`config.mk`:
```
export PLATFORM = sky130hd
export DESIGN_NAME = cdb_arbiter
export DESIGN_NICKNAME = d
export VERILOG_FILES = /design/src/rtl/cdb_arbiter_pkg.sv /design/src/rtl/cdb_arbiter_rr.sv /design/src/rtl/cdb_arbiter.sv
export SDC_FILE = /design/constraint.sdc
export NUM_CORES = 1
export LEC_CHECK = 0
export CAP_MARGIN = 0
export CORE_MARGIN = 2
export CORE_UTILIZATION = 60
export DETAILED_ROUTE_END_ITERATION = 8
export DONT_BUFFER_PORTS = 1
export PLACE_DENSITY = 0.76
export SYNTH_ARGS = -nofsm -noshare
export SYNTH_HDL_FRONTEND = slang
export SYNTH_SLANG_ARGS = --single-unit
export TNS_END_PERCENT = 100
```
`constraint.sdc`:
```
create_clock -name clock -period 9.71 [get_ports clock]
set_input_delay 1.942 -clock clock [delete_from_list [all_inputs] [get_ports clock]]
set_output_delay 1.942 -clock clock [all_outputs]
set_load 0.01 [all_outputs]
```
`src/rtl/cdb_arbiter_pkg.sv`:
```
// Shared types and sizing for the CDB arbiter: result slots, CDB broadcast packet, done vector.
package cdb_arbiter_pkg;
  localparam int NUM_FU    = 6;
  localparam int ROB_TAG_W = 5;
  localparam int XLEN      = 32;
  localparam int FU_ID_W   = $clog2(NUM_FU + 1);
  localparam int PTR_W     = (NUM_FU > 1) ? $clog2(NUM_FU) : 1;

  typedef logic [ROB_TAG_W-1:0] rob_tag_t;
  typedef logic [NUM_FU-1:0]    fu_done_packet_t;

  // Tag 0 means "no tag"; an idle CDB carries it.
  localparam rob_tag_t ZERO_REG = '0;

  typedef struct packed {
    logic               valid;
    rob_tag_t           rob_tag;
    logic [XLEN-1:0]    v;
    logic [FU_ID_W-1:0] fu_id;
  } cdb_packet_t;
endpackage

```
`src/rtl/cdb_arbiter_rr.sv`:
```
// Combinational round-robin picker: first requester at or after ptr, ascending with wrap.
module rr_arbiter #(
  parameter int N  = 6,
  parameter int PW = (N > 1) ? $clog2(N) : 1
) (
  input  logic [N-1:0]  req,
  input  logic [PW-1:0] ptr,
  output logic [N-1:0]  grant
);
  logic          found;
  logic [PW:0]   sum;
  logic [PW-1:0] idx;

  always_comb begin
    grant = '0;
    found = 1'b0;
    sum   = '0;
    idx   = '0;
    for (int off = 0; off < N; off++) begin
      sum = {1'b0, ptr} + (PW+1)'(off);
      if (sum >= (PW+1)'(N)) sum = sum - (PW+1)'(N);
      idx = sum[PW-1:0];
      if (!found && req[idx]) begin
        grant[idx] = 1'b1;
        found      = 1'b1;
      end
    end
  end
endmodule

```
`src/rtl/cdb_arbiter.sv`:
```
// Collects FU results into one-deep slots and broadcasts one per cycle on the CDB, round-robin.
module cdb_arbiter
  import cdb_arbiter_pkg::*;
(
  input  logic                             clock,
  input  logic                             reset,
  input  logic                             squash,
  input  logic [NUM_FU-1:0]                fu_valid,
  input  logic [NUM_FU-1:0][ROB_TAG_W-1:0] fu_rob_tag,
  input  logic [NUM_FU-1:0][XLEN-1:0]      fu_value,
  output logic [NUM_FU-1:0]                fu_ready,
  output logic                             cdb_valid,
  output logic [ROB_TAG_W-1:0]             cdb_rob_tag,
  output logic [XLEN-1:0]                  cdb_value,
  output logic [FU_ID_W-1:0]               cdb_fu_id,
  output logic [NUM_FU-1:0]                fu_done
);
  logic [NUM_FU-1:0]            slot_valid;
  rob_tag_t [NUM_FU-1:0]        slot_tag;
  logic [NUM_FU-1:0][XLEN-1:0]  slot_value;
  logic [PTR_W-1:0]             rr_ptr, rr_ptr_nxt, gnt_id;
  logic [NUM_FU-1:0]            arb_grant, grant, accept;
  cdb_packet_t                  cdb;
  fu_done_packet_t              done;

  rr_arbiter #(.N(NUM_FU), .PW(PTR_W)) u_rr (
    .req   (slot_valid),
    .ptr   (rr_ptr),
    .grant (arb_grant)
  );

  // Squash suppresses the broadcast, so a granted slot never leaves during a flush.
  assign grant    = squash ? '0 : arb_grant;
  assign fu_ready = (~slot_valid | grant) & {NUM_FU{!squash}};
  assign accept   = fu_valid & fu_ready;

  always_comb begin
    cdb    = '0;
    gnt_id = '0;
    for (int i = 0; i < NUM_FU; i++) begin
      if (grant[i]) begin
        cdb.valid   = 1'b1;
        cdb.rob_tag = slot_tag[i];
        cdb.v       = slot_value[i];
        cdb.fu_id   = FU_ID_W'(i + 1);
        gnt_id      = PTR_W'(i);
      end
    end
    rr_ptr_nxt = (gnt_id == PTR_W'(NUM_FU - 1)) ? '0 : gnt_id + 1'b1;
    done       = grant;
  end

  always_ff @(posedge clock or posedge reset) begin
    if (reset) begin
      slot_valid <= '0;
      slot_tag   <= '0;
      slot_value <= '0;
      rr_ptr     <= '0;
    end else if (squash) begin
      slot_valid <= '0;
      rr_ptr     <= '0;
    end else begin
      for (int i = 0; i < NUM_FU; i++) begin
        // A refill of a granted slot wins over its clear.
        if (accept[i]) begin
          slot_valid[i] <= 1'b1;
          slot_tag[i]   <= fu_rob_tag[i];
          slot_value[i] <= fu_value[i];
        end else if (grant[i]) begin
          slot_valid[i] <= 1'b0;
        end
      end
      if (|grant) rr_ptr <= rr_ptr_nxt;
    end
  end

  assign cdb_valid   = cdb.valid;
  assign cdb_rob_tag = cdb.rob_tag;
  assign cdb_value   = cdb.v;
  assign cdb_fu_id   = cdb.fu_id;
  assign fu_done     = done;
endmodule

```
==> results.md, run 1 <==
- Post-synthesis instance area: 11840 sq um
- Initial antenna violation count: 8
- Drt pass-1 iters: 5
- H-tree depth: 1
- DR iter-0 viols: 610
- Async S/R FF share, synth: 100.0%
- Final setup TNS: 0 ns
- Mux contribution to synthesized area: 22.95%
- Crit end category: output port
- GPL Wtd Cong: 0.9426
- Hold Path Class: flip-flop to flip-flop
- Clk_lat worst skew: 0.52 ns
- Cts bufs inserted: 25
- Startpoint Class: flip-flop
- Post-synthesis adder-cell area fraction: 0.6340%
- WP data required: approximately 7.8 ns
- Core Footprint: 19400 sq um
- Postcts setup bufs: 0
- Final Skew: 0.01741 ns
- Clk slew on worst S/H paths: 0.06 ns
- Slew of the pin with the lowest slew margin: around 1.4 ns
- Post-Synth XOR/XNOR Area: 0.4438%
- Row count: 51
- Initial Util: roughly 60%
- Synthesized area per cell: 12.20 sq um
- CTS root buf: clkbuf_16
- Crit path DAT: 6.14 ns
- Vias per Instance: about 6.9
- Port bufs: 0
- Final min period: 8.085 ns
- Top FF cell, synth: dfrtp_1
- Final period utilization: 83.27%
- Post-CTS Resized: 0
- Layout cells sized above 1: 32.03%
- Post-detail-place hpwl: between 20000 and 25000 um
- Post-synthesis simple-gate area fraction: 7.280%
- Compound-Gate Fraction of Synth Area: 16.22%
- Post-synth cell types: 61
- First-pass GRT wire length: roughly 50000 um
- Clock Path Buffers: 3
- DRC violation count after routing: 0
- Slew HR: 9.667%
- CTS tree: done
- Vias in the first global route: 8705
- Die area: between 20000 and 25000 sq um
- Nets: 1167
- Clk sinks: 231
- Hold Fails Final Rpt: 0
- Synth Register Bits: 231
- Leak Pwr: 5.110 nW
- Largest family of logic cells by synthesized area: multiplexers
- Hold buffer count at cts: 0
- Util after Layout: around two thirds
- Place WS: ~2.3 ns
- VDD IR-drop max: 0.2223 mV
- All-Layer GR Usage: 31.77%
- Highest Clock Rate: around 0.12 GHz
- Die Y: 144.5 um
- Layout area overhead: 8.633%
- Max-cap violations: 0
- Kind of critical path: flip-flop to output port
- Vias: 8480
- Post-route ant nets: 0
- Number of setup violations in the final report: 0
- GR Overflow Total: 0
- Number of synthesized flops with an enable pin: 0
- Syn Inst Count: approximately 1000
- Status: completed
- Drt total wl: between 30000 and 40000 um
- Max FO, Critical Path: 32
- Die X-Extent: 144.5 um
- Largest net degree at the start of global routing: 88
- Worst setup margin: 1.625 ns
- Max Transition Viols Final: 0
- Register area share after synthesis: 48.82%
- # IOs: 284
- PD cells: approximately 330 nW/um^2
- Syn nets: about 1200
- WL per Instance: 27.45 um
- Yosys warns: 0
- RSZ-0062 raised after global routing: false
layer usage:
layer	routed length, um	share of wire [%]	track usage (%)
met3	2876	8.6	8.874
met5	0	0	0
met2	15800	47	49.31
met4	1421	4.2	15.23
met1	13450	40	41.37
area by class of cell:
class,instances,area (sq um)
Inverter,10,45.04
Tap cell,265,331.6
Sequential cell,231,5781
Antenna cell,8,20.02
Clock inverter,10,66.31
Clock buffer,36,737.0
Multi-Input combinational cell,644,5748
Fill cell,1485,6535
Timing Repair Buffer,18,135.1
worst max-delay path, stage by stage, from the launching register on:
cell and delay (ns):
dfrtp_1 0.32, buf_4 0.36, clkinv_1 0.37, ha_1 0.66
a211o_1 0.38, and3_1 0.18, or4_1 0.46, or4_1 0.42
nor3_2 0.24, a21oi_1 0.14, a221oi_4 1.11, buf_4 0.45
a32oi_1 0.16, o211ai_1 0.35
through the flow:
step	area [sq um]	hold slack, ns	power (mW)	cells
after global placement	12040	0.4668	3.230	1168
after CTS	12840	0.4873	4.199	1214
final	12860	0.4858	4.209	1222
after detailed placement	12040	0.4748	3.269	1168
after global routing	12860	0.5035	4.428	1220
after floorplan	11840	0.4576	2.782	971
where the power goes:
group	total, mW	switching (mW)	internal (mW)
Sequential	1.48	0.192	1.29
Combinational	1.80	1.09	0.710
Clock	0.924	0.394	0.530
Total	4.21	1.68	2.53
synthesized netlist by cell type (4+ instances only):
cell type / instances / area share (%)
clkbuf_1: 56 / 1.8
or4_1: 5 / 0.32
mux2i_1: 6 / 0.51
a21oi_1: 17 / 0.72
nor2_1: 24 / 0.76
a32oi_1: 38 / 2.8
nand4_1: 4 / 0.21
o21ai_0: 47 / 2.0
a21boi_0: 39 / 2.5
a31o_2: 6 / 0.44
and3_1: 6 / 0.32
buf_4: 4 / 0.25
a221oi_1: 4 / 0.30
mux2_4: 30 / 3.8
nand3_1: 6 / 0.25
dfrtp_1: 231 / 49
and2_1: 5 / 0.26
or2_2: 4 / 0.21
nor2b_1: 5 / 0.26
a211oi_1: 6 / 0.38
a211o_1: 4 / 0.30
inv_1: 9 / 0.29
mux2_2: 186 / 18
ha_1: 6 / 0.63
a22oi_1: 37 / 2.3
buf_2: 22 / 0.93
or3_1: 4 / 0.21
nor4_1: 5 / 0.26
nor4b_1: 37 / 2.7
mux2_1: 8 / 0.76
nor3_1: 12 / 0.51
buf_6: 4 / 0.38
o211ai_1: 38 / 2.4
nand2_1: 12 / 0.38
registers in the layout (all words and copies together), names as in the netlist:
register,cells
slot_value,192
rr_ptr,3
slot_tag,30
slot_valid,6
cells in the final DEF (no fill, tap or decap), types with 7 or more instances in the layout:
| cell type | n |
|---|---|
| o211ai_1 | 38 |
| a21oi_1 | 17 |
| mux2_2 | 186 |
| nor2_1 | 23 |
| clkbuf_16 | 25 |
| nand2_1 | 12 |
| diode_2 | 8 |
| dfrtp_1 | 231 |
| a32oi_1 | 38 |
| a21boi_0 | 39 |
| buf_4 | 18 |
| nor4b_1 | 37 |
| inv_1 | 8 |
| clkbuf_8 | 7 |
| a22oi_1 | 37 |
| o21ai_0 | 46 |
| nor3_1 | 10 |
| mux2_4 | 30 |
| mux2_1 | 8 |
kinds of logic after synthesis:
kind of cell | Yosys count
AO/OA/AOI/OAI | 264
XOR/XNOR | 6
adder cells (fa/ha/maj) | 6
buffers and inverters | 96
flip-flops | 231
multiplexers | 231
AND/OR/NAND/NOR | 137
path summary, 6_finish.rpt:
check / from / endpoint / slack [ns] / cells after the start
worst min register to register: slot_value[77] / slot_value[77] / 0.49 / 1
worst min-delay path: slot_value[77] / slot_value[77] / 0.49 / 1
worst max register to register: rr_ptr[0] / slot_value[117] / 4.11 / 12
worst max-delay path: rr_ptr[0] / cdb_value[24] / 1.62 / 13
min in group asynchronous: reset / slot_value[24] / 1.33 / 1
max in group asynchronous: reset / slot_value[131] / 6.96 / 2
Power figures use the tool's default switching activity.
==> inputs of run 2 (changes only) <==
- CORE_UTILIZATION: 60 -> 58
- clock period: 9.71 -> 7.2 ns (I/O delays scaled with it)
==> run 2 against run 1 <==
Clock skew down 0.0035 ns. Power rose by 37%. Sequential power up 35%. Global-route usage down 0.21 points. Wire length increased by 3.0%. Largest power group unchanged. Non-clock buffer count is 5 higher. Clock power rose by 37%.
==> results.md, run 2 (same netlist as run 1, synthesis figures left out) <==
- Status: completed
- RSZ-0062 raised after global routing: false
- FF-to-FF End: slot_value[62]
- Max reg flops: 192
- Startpoint Class: flip-flop
- DRC violation count after routing: 0
- Crit end category: output port
- Final period utilization: 93.18%
- Port bufs: 0
- Slew HR: 22.16%
- Top flop regs: slot_value x192, slot_tag x30, slot_valid x6
- All-Layer GR Usage: 31.56%
- GR Overflow Total: 0
- Crit path launch: rr_ptr[0]
- Place WS: 0.9998 ns
- Post-route ant nets: 0
- VDD IR-drop max: 0.2486 mV
- Final Skew: about 0.014 ns
- DR iter-0 viols: 717
- Slew of the pin with the lowest slew margin: 1.168 ns
- Nets: 1173
- Drt pass-1 iters: 5
- Hold Path Class: flip-flop to flip-flop
- PD cells: ~450 nW/um^2
- Placed insts: around 1200
- Initial Util: 58.90%
- Clock Path Buffers: 3
- Initial antenna violation count: 5
- Final Instance Area: approximately 13000 sq um
- Vias in the first global route: a little under 9000
- Worst setup margin: 0.4910 ns
- Util after Layout: about 64%
- Die Y: 146.9 um
- Post-CTS Resized: 0
- FF-to-FF setup slack: roughly 1.8 ns
- Clk sinks: about 230
- WL per Instance: 28.11 um
- Hold buffer count at cts: 0
- Final min period: 6.709 ns
- Most common cell after layout, fill and taps aside: dfrtp_1
- Die area: 21580 sq um
- Top reg by flops: slot_value
- Most frequent cells in the layout: dfrtp_1, mux2_2, o21ai_0
- Hold Fails Final Rpt: 0
- Postcts setup bufs: 0
- Max-cap violations: 0
- First-pass GRT wire length: around 53000 um
- Max FO, Critical Path: 31
- Clk slew on worst S/H paths: about 0.060 ns
- Clk_lat worst skew: 0.53 ns
- Critical hold path startpoint: slot_value[66]
- Layout area overhead: 9.256%
- End of the critical path: cdb_value[17]
- Largest net degree at the start of global routing: roughly 140
- Non-filler cells in the finished layout: 1229
- GPL Wtd Cong: 0.9602
- Die X-Extent: around 150 um
- Max Transition Viols Final: 0
- Final setup TNS: 0 ns
- Row count: 52
- Dpl cell area: 12110 sq um
- Highest Clock Rate: approximately 0.15 GHz
- Kind of critical path: flip-flop to output port
- Cts bufs inserted: 26
- R2r startpoint: rr_ptr[0]
- Vias per Instance: 6.882
- WP data required: roughly 5.8 ns
- Vias: between 8000 and 9000
- Number of setup violations in the final report: 0
- # IOs: 284
- Crit path DAT: 5.27 ns
- R2R depth: 13
- Core Footprint: around 20000 sq um
- Post-detail-place hpwl: 23730 um
- Drt total wl: around 35000 um
- Layout cells sized above 1: 32.15%
- CTS root buf: clkbuf_16
- Leak Pwr: 5.127 nW
- CTS tree: done
- Design Power: about 5.8 mW
- H-tree depth: 1
- Worst Hold Slack: 0.4892 ns
-- run 2: cell count changes in the layout (fill, tap and decap cells not counted), moves of 2 or more --
cell,before,now
inv_8,2,0
buf_12,0,2
clkbuf_8,7,2
diode_2,8,4
clkinvlp_4,1,4
clkinv_2,6,4
buf_4,18,21
clkbuf_1,4,8
-- run 2: cell type report --
type	count	area [sq um]
Sequential cell	231	5781
Timing Repair Buffer	23	197.7
Clock inverter	11	106.4
Inverter	10	41.29
Multi-Input combinational cell	644	5756
Tap cell	270	337.8
Clock buffer	36	708.2
Antenna cell	4	10.01
Fill cell	1521	7167
-- run 2: worst min-delay path by stage --
stage / endpoint / slack, ns / cells past startpoint
CTS: slot_value[91] / 0.49 / 1
floorplan: slot_value[66] / 0.46 / 1
global route: slot_value[66] / 0.50 / 1
detailed placement: slot_value[91] / 0.47 / 1
global placement: slot_value[91] / 0.47 / 1
finish: slot_value[66] / 0.49 / 1
-- run 2: metal layers --
layer	share of wire (%)	wire length, um	vias up	GRT usage [%]
li1	-	-	3660	-
met1	42	14590	4315	43.41
met2	46	15740	391	48.12
met3	7.8	2706	92	7.578
met4	4.4	1504	0	13.88
met5	0	0	-	0
-- run 2: power by group --
part           internal, mW  switching (mW)  total, mW
Clock                 0.726           0.544       1.27
Combinational         0.988            1.50       2.49
Sequential             1.74           0.260       2.00
-- run 2: worst max-delay path, cell delays in order, from the launching register on --
cell and delay [ns]:
dfrtp_1 0.38, buf_4 0.26, ha_1 0.39, xnor2_1 0.59
mux2i_1 0.31, nor2_1 0.18, or3_1 0.46, a21oi_1 0.27
nand3_1 0.77, buf_4 0.50, a21boi_0 0.25, o21ai_0 0.15
o211ai_1 0.20
==> inputs of run 3 (changes only) <==
- MAX_ROUTING_LAYER: not set -> met4
==> run 3 against run 2 <==
Non-clock buffer count decreased by 1. Die area unchanged. Worst hold slack got worse by 0.0025 ns. Clock skew increased by 0.0088 ns. Combinational power about the same. Register-to-register slack got worse by 0.41 ns. Critical path depth decreased by 2. Final cell count increased by 0.16%. Sequential power about the same. Largest cell class unchanged.
==> results.md, run 3 (same netlist as run 1, synthesis figures left out) <==
- Startpoint Class: flip-flop
- Vias: between 8000 and 9000
- Max FO, Critical Path: 24
- Util after Layout: 64.92%
- Final setup TNS: 0 ns
- Max Transition Viols Final: 0
- All-Layer GR Usage: 32.49%
- Post-route ant nets: 0
- Final period utilization: 94.78%
- Final Skew: between 0.02 and 0.025 ns
- Highest routed layer: met4
- Vias per Instance: 6.927
- Hold Path Class: flip-flop to flip-flop
- H-tree depth: 1
- Nets: roughly 1200
- Cts bufs inserted: 26
- CTS tree: done
- Hold Fails Final Rpt: 0
- Die area: approximately 22000 sq um
- PD cells: 453.7 nW/um^2
- Initial Util: 58.90%
- Post-detail-place hpwl: roughly 23000 um
- Vias in the first global route: between 8000 and 9000
- Largest net degree at the start of global routing: 142
- WP data required: approximately 5.8 ns
- Die X-Extent: 146.9 um
- Status: completed
- Max reg flops: 192
- GR Overflow Total: 0
- Core Footprint: 20100 sq um
- Slew HR: between 10% and 20%
- VDD IR-drop max: approximately 0.25 mV
- Port bufs: 0
- Clk_lat worst skew: 0.55 ns
- CTS root buf: clkbuf_16
- Final min period: 6.824 ns
- Number of setup violations in the final report: 0
- First-pass GRT wire length: roughly 53000 um
- Highest Clock Rate: 0.1465 GHz
- Clk sinks: around 230
- Postcts setup bufs: 0
- DR iter-0 viols: 644
- DRC violation count after routing: 0
- Hold buffer count at cts: 0
- Top flop regs: slot_value x192, slot_tag x30, slot_valid x6
- Kind of critical path: flip-flop to output port
- Die Y: 146.9 um
- Drt pass-1 iters: 7
- Drt total wl: 34590 um
- Slew of the pin with the lowest slew margin: 1.271 ns
- Most frequent cells in the layout: dfrtp_1, mux2_2, o21ai_0
- Leak Pwr: a little over 5 nW
- Layout cells sized above 1: 32.21%
- Post-CTS Resized: 0
- Top reg by flops: slot_value
- Met2 Routed Length: 16120 um
- Initial antenna violation count: 6
- Most common cell after layout, fill and taps aside: dfrtp_1
- Crit path DAT: roughly 5.4 ns
- Routed wl met3: around 3100 um
- Max-cap violations: 0
- GPL Wtd Cong: ~0.94
- WL per Instance: roughly 28 um
- Crit end category: output port
- Row count: 52
- Layout area overhead: 10.22%
- Clock Path Buffers: 3
- # IOs: 284
- Metal-1 WL: 13930 um
- Clk slew on worst S/H paths: 0.06 ns
- RSZ-0062 raised after global routing: false
-- run 3: cell types whose count changed in the layout (fill, tap and decap cells not counted), moves of 2 or more --
| cell | change |
|---|---|
| bufinv_16 | +4 |
| clkbuf_1 | -3 |
| clkbuf_8 | +3 |
| clkinv_2 | -2 |
| clkinvlp_4 | -3 |
| diode_2 | +4 |
-- run 3: worst max-delay path: stages (launching register included) --
cell      delay [ns]
dfrtp_1         0.61
ha_1            0.51
nor2_1          0.18
o21a_1          0.23
o32ai_1         1.05
o31ai_1         0.35
or2_2           0.45
a221oi_4        0.64
buf_4           0.41
o21ai_0         0.18
o211ai_1        0.22
-- run 3: metrics by stage --
stage | std cells | total power [mW] | area, sq um | setup slack [ns] | hold WS (ns)
3_5_place_dp | 1177 | 4.449 | 12090 | 0.9724 | 0.4748
3_3_place_gp | 1177 | 4.394 | 12090 | 1.093 | 0.4673
2_1_floorplan | 971 | 3.752 | 11850 | 1.813 | 0.4576
5_1_grt | 1229 | 6.212 | 13050 | 0.007973 | 0.5010
4_1_cts | 1223 | 5.905 | 13030 | 0.4157 | 0.4882
6_report | 1231 | 5.922 | 13050 | 0.3757 | 0.4867
-- run 3: cell type report --
type | count | area [sq um]
antenna | 8 | 20.02
clock buffer | 36 | 738.2
clock inverter | 10 | 207.7
fill | 1515 | 7053
inverter | 10 | 41.29
multi-input combinational | 644 | 5748
sequential | 231 | 5781
tap | 270 | 337.8
timing repair buffer | 22 | 177.7
-- run 3: report_power, final --
part | switching, mW | internal (mW) | total [mW]
logic | 1.51 | 0.973 | 2.48
registers | 0.253 | 1.74 | 2.00
clock network | 0.548 | 0.899 | 1.45
total | 2.31 | 3.61 | 5.92
-- run 3: final timing paths --
| kind | slack (ns) | depth (start not counted) | end | startpoint |
|---|---|---|---|---|
| max | 0.38 | 10 | cdb_value[5] | rr_ptr[2] |
| min in group asynchronous | 0.96 | 2 | slot_value[191] | reset |
| min | 0.49 | 1 | slot_value[75] | slot_value[75] |
| max in group asynchronous | 5.03 | 3 | slot_value[69] | reset |
| max reg2reg | 1.40 | 12 | slot_tag[9] | rr_ptr[2] |
| min reg2reg | 0.49 | 1 | slot_value[75] | slot_value[75] |
-- run 3: layer usage --
layer  vias to the layer above  track usage [%]
met5                         -                -
met4                         0            14.32
met3                        94            8.602
met2                       431            49.53
met1                      4332            41.15
li1                       3670                -
